==> src/rtl/loader_pkg.sv <==
// Shared definitions for the program loader.
// Contents: loader FSM state encoding, bytes-per-word constant, a helper
// that turns the address width into a memory depth in words, and an
// 8-bit wrapping add used by the optional checksum accumulator.
package loader_pkg;

    typedef enum logic [2:0] {
        LEN_LO = 3'd0,
        LEN_HI = 3'd1,
        DATA   = 3'd2,
        WRITE  = 3'd3,
        CSUM   = 3'd4,
        RUN    = 3'd5,
        ERR    = 3'd6
    } loader_state_e;

    localparam int BYTES_PER_WORD = 4;

    // Number of instruction-memory words addressable with addr_w bits.
    function automatic int loader_depth(input int addr_w);
        return 32'sd1 << addr_w;
    endfunction

    // Modulo-256 add for the running byte sum.
    function automatic logic [7:0] csum_add(input logic [7:0] a, input logic [7:0] b);
        return a + b;
    endfunction

endpackage

==> src/rtl/program_loader_word_assembler.sv <==
// word_assembler: little-endian 32-bit shift-in register.
// Ports:
//   clk, reset     - clock, synchronous active-low reset
//   clr            - return the byte index to 0
//   load_en        - shift din in this cycle (byte accepted)
//   din[7:0]       - incoming byte
//   word_next[31:0]- word value including din (valid together with full)
//   full           - pulse: this load_en carries the 4th byte of a word
// Bytes enter at the top and move down, so the first byte of a word ends
// up in bits [7:0] once four bytes have been shifted in.
module word_assembler
    import loader_pkg::*;
(
    input  logic        clk,
    input  logic        reset,
    input  logic        clr,
    input  logic        load_en,
    input  logic [7:0]  din,
    output logic [31:0] word_next,
    output logic        full
);

    logic [31:0] word_q, word_d;
    logic [1:0]  byte_idx_q, byte_idx_d;

    // Next-state for the shift register and byte index.
    always_comb begin
        word_d     = word_q;
        byte_idx_d = byte_idx_q;
        word_next  = {din, word_q[31:8]};
        full       = 1'b0;
        if (clr) begin
            byte_idx_d = 2'd0;
        end else if (load_en) begin
            word_d     = word_next;
            byte_idx_d = byte_idx_q + 2'd1;
            full       = (byte_idx_q == 2'(BYTES_PER_WORD - 1));
        end else begin
            byte_idx_d = byte_idx_q;
        end
    end

    // Assembler state registers.
    always_ff @(posedge clk) begin
        if (!reset) begin
            word_q     <= 32'd0;
            byte_idx_q <= 2'd0;
        end else begin
            word_q     <= word_d;
            byte_idx_q <= byte_idx_d;
        end
    end

endmodule

==> src/rtl/program_loader.sv <==
// program_loader: boot stage that receives a length-prefixed little-endian
// byte stream, writes it word by word into instruction memory and then
// raises and holds the CPU start level.
// Ports:
//   clk, reset            - clock, synchronous active-low reset
//   rx_valid, rx_data     - incoming byte stream
//   rx_ready              - loader accepts a byte this cycle (registered)
//   imem_we/addr/wdata    - one-cycle word write strobe, address, data
//   start                 - CPU start, held once set
//   busy                  - load in progress
//   err                   - sticky abort indication
// Optional: define LOADER_CHECKSUM_EN to require a trailing checksum byte
// making the mod-256 sum of all header, data and checksum bytes zero.
// All outputs are flops loaded from the next state, so each output is
// valid in the same cycle the FSM sits in the corresponding state.
module program_loader
    import loader_pkg::*;
#(
    parameter int ADDR_W = 8,
    parameter int LEN_W  = 16
) (
    input  logic              clk,
    input  logic              reset,
    input  logic              rx_valid,
    input  logic [7:0]        rx_data,
    output logic              rx_ready,
    output logic              imem_we,
    output logic [ADDR_W-1:0] imem_addr,
    output logic [31:0]       imem_wdata,
    output logic              start,
    output logic              busy,
    output logic              err
);

    localparam logic [LEN_W-1:0] DEPTH_L = LEN_W'(loader_depth(ADDR_W));

    loader_state_e     state_q, state_d;
    logic [LEN_W-1:0]  len_q, len_d;
    logic [LEN_W-1:0]  word_cnt_q, word_cnt_d;
    logic [LEN_W-1:0]  len_cand_s;
    logic [LEN_W-1:0]  word_cnt_inc_s;
    logic [ADDR_W-1:0] imem_addr_q, imem_addr_d;
    logic [31:0]       imem_wdata_q, imem_wdata_d;
    logic              rx_ready_q, rx_ready_d;
    logic              imem_we_q, imem_we_d;
    logic              start_q, start_d;
    logic              busy_q, busy_d;
    logic              err_q, err_d;
    logic              accept_s;
    logic              asm_full_s;
    logic [31:0]       asm_word_s;
`ifdef LOADER_CHECKSUM_EN
    logic [7:0]        sum_q, sum_d;
`endif

    assign accept_s = rx_valid & rx_ready_q;

    word_assembler u_asm (
        .clk       (clk),
        .reset     (reset),
        .clr       (state_q == LEN_HI),
        .load_en   (accept_s && (state_q == DATA)),
        .din       (rx_data),
        .word_next (asm_word_s),
        .full      (asm_full_s)
    );

    // FSM next state, datapath updates and registered-output next values.
    always_comb begin
        state_d        = state_q;
        len_d          = len_q;
        word_cnt_d     = word_cnt_q;
        imem_addr_d    = imem_addr_q;
        imem_wdata_d   = imem_wdata_q;
        len_cand_s     = len_q;
        len_cand_s[15:8] = rx_data;
        word_cnt_inc_s = word_cnt_q + LEN_W'(1);
`ifdef LOADER_CHECKSUM_EN
        sum_d          = sum_q;
        if (accept_s && (state_q == LEN_LO || state_q == LEN_HI || state_q == DATA)) begin
            sum_d = csum_add(sum_q, rx_data);
        end else begin
            sum_d = sum_q;
        end
`endif
        case (state_q)
            LEN_LO: begin
                if (accept_s) begin
                    len_d[7:0] = rx_data;
                    state_d    = LEN_HI;
                end else begin
                    state_d = LEN_LO;
                end
            end
            LEN_HI: begin
                if (accept_s) begin
                    len_d = len_cand_s;
                    if (len_cand_s == LEN_W'(0) || len_cand_s > DEPTH_L) begin
                        state_d = ERR;
                    end else begin
                        state_d = DATA;
                    end
                end else begin
                    state_d = LEN_HI;
                end
            end
            DATA: begin
                if (asm_full_s) begin
                    state_d      = WRITE;
                    imem_addr_d  = word_cnt_q[ADDR_W-1:0];
                    imem_wdata_d = asm_word_s;
                end else begin
                    state_d = DATA;
                end
            end
            WRITE: begin
                word_cnt_d = word_cnt_inc_s;
                if (word_cnt_inc_s == len_q) begin
`ifdef LOADER_CHECKSUM_EN
                    state_d = CSUM;
`else
                    state_d = RUN;
`endif
                end else begin
                    state_d = DATA;
                end
            end
            CSUM: begin
`ifdef LOADER_CHECKSUM_EN
                if (accept_s) begin
                    state_d = (csum_add(sum_q, rx_data) == 8'd0) ? RUN : ERR;
                end else begin
                    state_d = CSUM;
                end
`else
                state_d = ERR;
`endif
            end
            RUN:     state_d = RUN;
            ERR:     state_d = ERR;
            default: state_d = ERR;
        endcase

        rx_ready_d = (state_d == LEN_LO) || (state_d == LEN_HI) ||
                     (state_d == DATA)   || (state_d == CSUM);
        imem_we_d  = (state_d == WRITE);
        busy_d     = (state_d == DATA) || (state_d == WRITE) || (state_d == CSUM);
        start_d    = (state_d == RUN);
        err_d      = (state_d == ERR);
    end

    // State, datapath and output registers.
    always_ff @(posedge clk) begin
        if (!reset) begin
            state_q      <= LEN_LO;
            len_q        <= '0;
            word_cnt_q   <= '0;
            imem_addr_q  <= '0;
            imem_wdata_q <= 32'd0;
            rx_ready_q   <= 1'b1;
            imem_we_q    <= 1'b0;
            start_q      <= 1'b0;
            busy_q       <= 1'b0;
            err_q        <= 1'b0;
`ifdef LOADER_CHECKSUM_EN
            sum_q        <= 8'd0;
`endif
        end else begin
            state_q      <= state_d;
            len_q        <= len_d;
            word_cnt_q   <= word_cnt_d;
            imem_addr_q  <= imem_addr_d;
            imem_wdata_q <= imem_wdata_d;
            rx_ready_q   <= rx_ready_d;
            imem_we_q    <= imem_we_d;
            start_q      <= start_d;
            busy_q       <= busy_d;
            err_q        <= err_d;
`ifdef LOADER_CHECKSUM_EN
            sum_q        <= sum_d;
`endif
        end
    end

    assign rx_ready   = rx_ready_q;
    assign imem_we    = imem_we_q;
    assign imem_addr  = imem_addr_q;
    assign imem_wdata = imem_wdata_q;
    assign start      = start_q;
    assign busy       = busy_q;
    assign err        = err_q;

endmodule

==> config.mk <==
export PLATFORM = sky130hd
export DESIGN_NAME = program_loader
export DESIGN_NICKNAME = d
export VERILOG_FILES = /design/src/rtl/loader_pkg.sv /design/src/rtl/program_loader_word_assembler.sv /design/src/rtl/program_loader.sv
export SDC_FILE = /design/constraint.sdc
export NUM_CORES = 1
export LEC_CHECK = 0
export BUFFER_PORTS_ARGS = -buffer_cell sky130_fd_sc_hd__buf_2
export CAP_MARGIN = 20
export CORE_UTILIZATION = 45
export DETAILED_ROUTE_END_ITERATION = 8
export GPL_ROUTABILITY_DRIVEN = 1
export HOLD_SLACK_MARGIN = 0.1
export SETUP_SLACK_MARGIN = 0.05
export SYNTH_ARGS = -nofsm -noshare
export SYNTH_HDL_FRONTEND = slang
export SYNTH_SLANG_ARGS = --single-unit
export TNS_END_PERCENT = 100
==> constraint.sdc <==
create_clock -name clk -period 3.1 [get_ports clk]
set_input_delay 0.31 -clock clk [delete_from_list [all_inputs] [get_ports clk]]
set_output_delay 0.31 -clock clk [all_outputs]
set_load 0.005 [all_outputs]
==> summary.md, run 1 <==
| Metric | Value |
|---|---|
| Outcome | `finished, final reports clean` |
| Final Util | `0.526` |
| Leak | `1.92 nW` |
| F_max | `371 MHz` |
| Initial Utilization | `0.467` |
| Final Max Slew Viols | `0` |
| FF-to-FF setup slack | `0.40 ns` |
| Cell count after synthesis | `533` |
| Largest net degree at the start of global routing | `75` |
| I/O Buffers | `55` |
| Final wirelength | `10000 um` |
| Critical Path RT | `3.40 ns` |
| Post-route DRC | `0` |
| RSZ-0062 raised after global routing | `false` |
| Clock latency on the worst-skew pair | `0.37 ns` |
| Multiplexer share of the synthesized area | `0.0349` |
| Post-synthesis cell type count | `50` |
| Synthesized-area fraction occupied by and/or/nand/nor cells | `0.248` |
| Cell Area, Placed | `4980 um2` |
| 1st-pass router iterations | `4` |
| Cell with the most instances after synthesis | `nand2_1` |
| CTS Sinks | `106` |
| Hold Crit Start | `rx_data[3]` |
| Share of the synthesized area in the top cell type | `0.463` |
| Max Buffers Root-to-Sink | `2` |
| Prevailing post-synth register cell | `dfxtp_1` |
| First-pass GRT wire length | `16500 um` |
| Xor/xnor share of the synthesized area | `0.0649` |
| I/O pin cnt | `56` |
| Post-CTS sizing | `0` |
| Fin crit share | `0.870` |
| Critical path's slowest cell | `or4_4` |
| Yosys reg bits | `106` |
| Mapped cell area | `4590 um2` |
| Syn nets | `546` |
| Core area | `9820 um2` |
| Via count | `3613` |
| Vias in the first global route | `3326` |
| PnR worst setup slack | `0.404 ns` |
| Layout Nets | `584` |
| Synth area leaders | `dfxtp_1, nand2_1, a21boi_0` |
| Sw Share | `0.268` |
| CP Cell Sequence | `ha_1, nand3_4, or2_4, or4_4, a22oi_2, nand3_2, or4_1, a21oi_1` |
| Fraction of layout cells with a size suffix above 1 | `0.156` |
| Hold_buf cts | `0` |
| ANT nets after route | `0` |
| Critical path endpoint category | `register` |
| Logic gate share of total power | `0.094` |
| WHS Path Cells | `3` |
| Min-Delay Path Class | `in2reg` |
| Kind of critical path | `reg2reg` |
| CTS Buf Count | `9` |
| ANT cells | `0` |
| Final count of negative-setup-slack endpoints | `0` |
| Reg-to-Reg Start | `word_cnt_q[0]` |
| Number of enable flip-flop cells after synthesis | `0` |
| Routability Congestion | `0.900` |
| Place WS | `0.422 ns` |
| CTS clk-pin slew, worst paths | `0.11 ns` |
| Cell row count | `36` |
| Final min period | `2.70 ns` |
| Worst Tran Pin Value | `0.852 ns` |
| Startpoint types | `register` |
| Worst R2R Path Depth | `8` |
| Syn-to-layout area delta | `12.5%` |
| Hold slack | `0.243 ns` |
| Complex-gate fraction of the synthesized area | `0.150` |
| Clock root buffer | `clkbuf_8` |
| Post-synth ARST share | `0` |
| Via/cell ratio | `5.10` |
| Die Wd | `103 um` |
| Slew headroom | `0.431` |
| Most frequent cells after synthesis | `nand2_1, dfxtp_1, a21boi_0` |
| Sum Neg Setup Slack | `0 ns` |
| Global route overflow | `0` |
| Switching power | `0.662 mW` |
| Initial antenna violation count | `0` |
| CP max FO | `8` |
| Die area | `10600 um2` |
| Hold EP | `u_asm.word_q[27]` |
| H-tree Lvls | `3` |
| Synth Area in Adders | `0.00545` |
| Combinational family with the most area after synthesis | `simple AND/OR/NAND/NOR gates` |
| Worst path bufs/invs | `0` |
| DP HPWL | `7030 um` |
| CP max stage delay | `0.54 ns` |
| Die height | `103 um` |
| Synth Area per Inst | `8.61 um2` |
| Layout Cells excl Fill | `709` |
| Peak supply drop | `0.254 mV` |
| Finished Cell Area | `5160 um2` |
| CTS tree | `yes` |
| Register area share after synthesis | `0.463` |
| Seq pwr share | `0.578` |
| Placed Cells | `693` |
| Clock Power Share | `0.328` |
| Top cell type by total area after synthesis | `dfxtp_1` |
| Wire per inst | `14.2 um` |
| Max cap viols | `0` |
| Power Internal | `1.81 mW` |
| WP data arrival | `3.00 ns` |
| CP top delay family | `simple AND/OR/NAND/NOR gates` |
| Power per cell area | `479 nW/um2` |
| Syn. warnings | `0` |
| Final Hold Fails | `0` |
| Gr usage total | `0.202` |
| Clk_skew | `0.0112 ns` |
| Post-CTS repair timing setup buffer count | `0` |
| Total power | `2.47 mW` |
| Reg-to-Reg End | `start` |
| Initial DRC Count | `115` |
## layout make-up
| class | instances | area (um2) |
|---|---|---|
| repair buffers | 61 | 345 |
| fillers | 1007 | 4660 |
| well taps | 133 | 166 |
| clock buffers | 10 | 128 |
| multi-input cells | 387 | 2320 |
| inverters | 6 | 22.5 |
| clock inverters | 6 | 57.6 |
| flip-flops and latches | 106 | 2120 |
## worst max-delay path by stage
stage | start | endpoint | slack [ns] | cells past startpoint
floorplan | word_cnt_q[0] | start | 0.61 | 8
global placement | word_cnt_q[0] | start | 0.52 | 8
detailed placement | word_cnt_q[0] | start | 0.42 | 8
CTS | word_cnt_q[0] | start | 0.41 | 8
global route | word_cnt_q[0] | start | 0.26 | 8
finish | word_cnt_q[0] | start | 0.40 | 8
## cells in the final DEF, fill, tap and decap left out, types with 3 or more instances in the layout
master / synthesis / layout
dfxtp_1: 106 / 106
a21boi_0: 57 / 57
buf_2: 2 / 55
xor2_1: 14 / 14
nand3_1: 7 / 7
nand2_1: 150 / 150
a21oi_1: 4 / 4
nor2b_1: 19 / 19
nand4_1: 6 / 6
nor4_1: 5 / 3
xnor2_1: 20 / 20
o21ai_0: 7 / 7
or3_1: 4 / 4
clkinv_4: 0 / 3
mux2i_1: 16 / 16
nor4_2: 1 / 3
nor2_1: 11 / 11
inv_1: 6 / 6
a21boi_1: 10 / 10
clkbuf_8: 0 / 9
and2_1: 14 / 14
nor3_1: 6 / 6
buf_4: 1 / 4
or4_1: 3 / 3
## cell families (layout without fill, tap and decap cells)
group | Yosys count | in the layout
adders and majority gates | 2 | 2
DFF | 106 | 106
buffers and inverters | 40 | 83
AOI/OAI and AO/OA | 94 | 94
and+or+nand+nor | 241 | 241
muxes | 16 | 16
xor gates and xnor gates | 34 | 34
## metal layers
metal | share of wire | up-vias | global-route usage
met2 | 0.46 | 55 | 0.315
met1 | 0.50 | 1701 | 0.284
met5 | 0 | - | 0
met3 | 0.026 | 15 | 0.0292
li1 | - | 1842 | -
met4 | 0.017 | 0 | 0.0748
## sequential cells by signal (all words and copies together) (netlist names), 2 cells and up
| name | cells |
|---|---|
| word_cnt_q | 16 |
| u_asm.word_q | 24 |
| state_q | 3 |
| u_asm.byte_idx_q | 2 |
| imem_wdata | 32 |
| len_q | 16 |
| imem_addr | 8 |
## power by group through the flow
stage | Clock, mW | Sequential, mW | Combinational [mW]
2_1_floorplan | 0 | 1.45 | 0.177
3_3_place_gp | 0 | 1.46 | 0.228
3_5_place_dp | 0 | 1.46 | 0.232
4_1_cts | 0.836 | 1.43 | 0.233
5_1_grt | 0.887 | 1.44 | 0.260
6_report | 0.810 | 1.43 | 0.232
## tightest hold or removal path: stages
cell and delay, ns:
buf_2 0.14, nand2_1 0.06, a21boi_0 0.06
No activity file was read; power rests on OpenSTA's default activity.
==> run 2: changes to the inputs <==
- CORE_UTILIZATION: 45 -> 48
- PLACE_DENSITY: not set -> 0.68
==> summary.md, run 2 (synthesis results as in run 1) <==
| Metric | Value |
|---|---|
| Critical Path RT | `3.40 ns` |
| H-tree Lvls | `3` |
| CTS Buf Count | `9` |
| Wire per inst | `13.9 um` |
| Post-CTS repair timing setup buffer count | `0` |
| Die Wd | `99.8 um` |
| Outcome | `finished, final reports clean` |
| Worst Tran Pin Value | `0.950 ns` |
| Die area | `9950 um2` |
| CTS Sinks | `106` |
| Final Util | `0.558` |
| Slew headroom | `0.367` |
| Most common library cell in the layout ignoring fill and taps | `nand2_1` |
| Clock root buffer | `clkbuf_8` |
| CP max FO | `8` |
| Initial Utilization | `0.497` |
| Fin crit share | `0.866` |
| Clock latency on the worst-skew pair | `0.38 ns` |
| Final wirelength | `9830 um` |
| Fraction of layout cells with a size suffix above 1 | `0.158` |
| Most frequent cells in the layout | `nand2_1, dfxtp_1, a21boi_0, buf_2, xnor2_1` |
| Post-route DRC | `0` |
| Final count of negative-setup-slack endpoints | `0` |
| Critical path's slowest cell | `or4_4` |
| Leak | `1.92 nW` |
| CTS clk-pin slew, worst paths | `0.11 ns` |
| Layout Nets | `585` |
| Syn-to-layout area delta | `12.4%` |
| CP max stage delay | `0.53 ns` |
| 1st-pass router iterations | `4` |
| Worst path bufs/invs | `0` |
| Sum Neg Setup Slack | `0 ns` |
| Min-Delay Path Class | `in2reg` |
| Global route overflow | `0` |
| Die height | `99.8 um` |
| WP data arrival | `2.99 ns` |
| Vias in the first global route | `3381` |
| F_max | `372 MHz` |
| Max Buffers Root-to-Sink | `2` |
| RSZ-0062 raised after global routing | `false` |
| Peak supply drop | `0.329 mV` |
| Gr usage total | `0.209` |
| Max cap viols | `0` |
| Max FFs per register | `32` |
| Kind of critical path | `reg2reg` |
| Worst R2R Path Depth | `8` |
| ANT cells | `0` |
| CP Cell Sequence | `ha_1, nand3_4, or2_4, or4_4, a22oi_2, nand3_2, or4_1, a21oi_1` |
| Final min period | `2.69 ns` |
| Power per cell area | `481 nW/um2` |
| First-pass GRT wire length | `16400 um` |
| Total power | `2.48 mW` |
| Worst path depth | `8` |
| Post-CTS sizing | `0` |
| Largest net degree at the start of global routing | `65` |
| Final Hold Fails | `0` |
| DP HPWL | `6860 um` |
| Cell Area, Placed | `4970 um2` |
| Fillers | `871` |
| ANT nets after route | `0` |
| CTS tree | `yes` |
| Initial DRC Count | `211` |
| Via count | `3642` |
| Switching power | `0.671 mW` |
| I/O pin cnt | `56` |
| Sw Share | `0.270` |
| Clk_skew | `0.0177 ns` |
| Seq pwr share | `0.576` |
| I/O Buffers | `55` |
| Cell row count | `35` |
| Critical path endpoint category | `register` |
| Hold_buf cts | `0` |
| Core area | `9240 um2` |
| Finished Cell Area | `5160 um2` |
| Routability Congestion | `0.910` |
| Power Internal | `1.81 mW` |
| Initial antenna violation count | `0` |
| CP top delay family | `simple AND/OR/NAND/NOR gates` |
| Final Max Slew Viols | `0` |
| Startpoint types | `register` |
| Logic gate share of total power | `0.094` |
| Via/cell ratio | `5.16` |
| Clock Power Share | `0.329` |
| WHS Path Cells | `3` |
-- run 2: cell count changes in the layout (fill, tap and decap cells not counted), sizes merged --
cell,before,now
buf,61,62
-- run 2: area by class of cell --
type	count	area, um2	share of cell area
tap	129	161	0.0313
sequential	106	2120	0.412
multi-input combinational	387	2320	0.450
clock buffer	10	128	0.0248
inverter	6	22.5	0.00437
clock inverter	6	60.1	0.0116
timing repair buffer	62	340	0.0660
-- run 2: power groups by stage --
stage,Sequential (mW),Combinational [mW],Clock [mW]
CTS,1.43,0.234,0.832
global route,1.43,0.258,0.895
floorplan,1.45,0.177,0
global placement,1.46,0.227,0
finish,1.43,0.234,0.818
detailed placement,1.46,0.233,0
-- run 2: final timing paths --
path | to | startpoint | slack, ns
worst max register to register | start | word_cnt_q[0] | 0.41
worst min register to register | imem_wdata[2] | imem_wdata[2] | 0.45
worst max-delay path | start | word_cnt_q[0] | 0.41
worst min-delay path | u_asm.word_q[29] | rx_data[5] | 0.24
-- run 2: per-layer routing --
metal  global-route usage  vias to the layer above  wire length (um)  share of wire
met5                    0                        -                 0              0
met4               0.0962                        0               277          0.028
met3               0.0404                       21               433          0.044
met2                0.319                       70              4350           0.44
met1                0.285                     1705              4780           0.49
li1                     -                     1846                 -              -
-- run 2: worst reg2reg max path, stage by stage (launching register included) --
cell and delay [ns]:
dfxtp_1 0.47, ha_1 0.31, nand3_4 0.14, or2_4 0.28
or4_4 0.53, a22oi_2 0.17, nand3_2 0.10, or4_1 0.47
a21oi_1 0.14
-- run 2: metrics by stage --
step / cells / setup slack [ns] / hold slack (ns)
6_report: 706 / 0.415 / 0.236
2_1_floorplan: 533 / 0.613 / 0.431
3_3_place_gp: 690 / 0.527 / 0.439
4_1_cts: 706 / 0.422 / 0.234
3_5_place_dp: 690 / 0.472 / 0.444
5_1_grt: 706 / 0.315 / 0.241
==> run 3: changes to the inputs <==
- CELL_PAD_IN_SITES_DETAIL_PLACEMENT: not set -> 1
- CELL_PAD_IN_SITES_GLOBAL_PLACEMENT: not set -> 1
- CORE_UTILIZATION: 48 -> 43
- PLACE_DENSITY: 0.68 -> not set
- PLACE_DENSITY_LB_ADDON: not set -> 0.1
==> summary.md, run 3 (synthesis results as in run 1) <==
| Metric | Value |
|---|---|
| ANT nets after route | `0` |
| Total power | `2.47 mW` |
| Global route overflow | `0` |
| Slew headroom | `0.439` |
| Final min period | `2.71 ns` |
| Post-route DRC | `0` |
| Die area | `11100 um2` |
| Initial antenna violation count | `0` |
| F_max | `370 MHz` |
| Most frequent cells in the layout | `nand2_1, dfxtp_1, a21boi_0, buf_2, xnor2_1` |
| Layout Nets | `585` |
| Final wirelength | `11300 um` |
| I/O pin cnt | `56` |
| Via count | `3673` |
| Leak | `1.91 nW` |
| Critical Path RT | `3.42 ns` |
| CTS Buf Count | `9` |
| Worst Tran Pin Value | `0.839 ns` |
| H-tree Lvls | `3` |
| 1st-pass router iterations | `4` |
| Place WS | `0.444 ns` |
| Initial Utilization | `0.444` |
| Vias in the first global route | `3621` |
| Clock latency on the worst-skew pair | `0.38 ns` |
| Max Buffers Root-to-Sink | `2` |
| Critical path endpoint category | `register` |
| Routability Congestion | `0.852` |
| Wire per inst | `15.8 um` |
| Die height | `105 um` |
| Fin crit share | `0.873` |
| Gr usage total | `0.215` |
| Final Hold Fails | `0` |
| Final Util | `0.499` |
| Peak supply drop | `0.204 mV` |
| Via/cell ratio | `5.15` |
| Power per cell area | `479 nW/um2` |
| Placed Cells | `697` |
| Most common library cell in the layout ignoring fill and taps | `nand2_1` |
| Sum Neg Setup Slack | `0 ns` |
| Final count of negative-setup-slack endpoints | `0` |
| CTS Sinks | `106` |
| Kind of critical path | `reg2reg` |
| Sequential cell area | `2120 um2` |
| First-pass GRT wire length | `18800 um` |
| Min-Delay Path Class | `in2reg` |
| Post-CTS repair timing setup buffer count | `0` |
| CTS clk-pin slew, worst paths | `0.10 ns` |
| Post-CTS sizing | `0` |
| I/O Buffers | `55` |
| Fillers | `1258` |
| DP HPWL | `7980 um` |
| CP max FO | `8` |
| Cell row count | `37` |
| Hold_buf cts | `0` |
| Die Wd | `105 um` |
| Core area | `10300 um2` |
| ANT cells | `0` |
| Clk_skew | `0.00689 ns` |
| Layout Cells excl Fill | `713` |
| Max FFs per register | `32` |
| Area of the multi-input gates | `2320 um2` |
| Startpoint types | `register` |
| Outcome | `finished, final reports clean` |
| CTS tree | `yes` |
| WP data arrival | `3.02 ns` |
| Max cap viols | `0` |
| RSZ-0062 raised after global routing | `false` |
| Fraction of layout cells with a size suffix above 1 | `0.159` |
| PnR worst setup slack | `0.395 ns` |
| Clock root buffer | `clkbuf_8` |
| Largest net degree at the start of global routing | `71` |
| Initial DRC Count | `115` |
| Final Max Slew Viols | `0` |
| Syn-to-layout area delta | `12.3%` |
## run 3: per-layer routing
metal / vias to the layer above / GRT usage / part of all wire
li1: 1842 / - / -
met1: 1765 / 0.307 / 0.51
met2: 52 / 0.329 / 0.45
met3: 14 / 0.0408 / 0.029
met4: 0 / 0.0664 / 0.012
met5: - / 0 / 0
## run 3: report_power, final
group / internal, mW / leakage, nW / switching (mW)
combinational: 0.106 / 0.974 / 0.134
sequential: 1.39 / 0.856 / 0.0387
clock: 0.298 / 0.0836 / 0.501
## run 3: area by class of cell
type / count / area share
Clock buffer: 9 / 0.0240
Clock inverter: 7 / 0.0102
Inverter: 6 / 0.00437
Multi-Input combinational cell: 387 / 0.451
Sequential cell: 106 / 0.412
Tap cell: 136 / 0.0330
Timing Repair Buffer: 62 / 0.0660
## run 3: stage by stage
step / cell area, um2 / hold slack [ns]
floorplan: 4590 / 0.431
global placement: 4980 / 0.439
detailed placement: 4980 / 0.449
CTS: 5150 / 0.220
global route: 5150 / 0.229
finish: 5150 / 0.232
## run 3: critical path, stage by stage, from the launching register on
cell and delay, ns:
dfxtp_1 0.47, ha_1 0.30, nand3_4 0.14, or2_4 0.29, or4_4 0.54, a22oi_2 0.18
nand3_2 0.11, or4_1 0.47, a21oi_1 0.14
## run 3: worst paths after layout
| path | from | to | slack [ns] | depth (start not counted) |
|---|---|---|---|---|
| worst min register to register | imem_wdata[4] | imem_wdata[4] | 0.46 | 2 |
| worst max register to register | word_cnt_q[0] | start | 0.39 | 8 |
| worst max-delay path | word_cnt_q[0] | start | 0.39 | 8 |
| worst min-delay path | rx_data[4] | imem_wdata[28] | 0.23 | 3 |
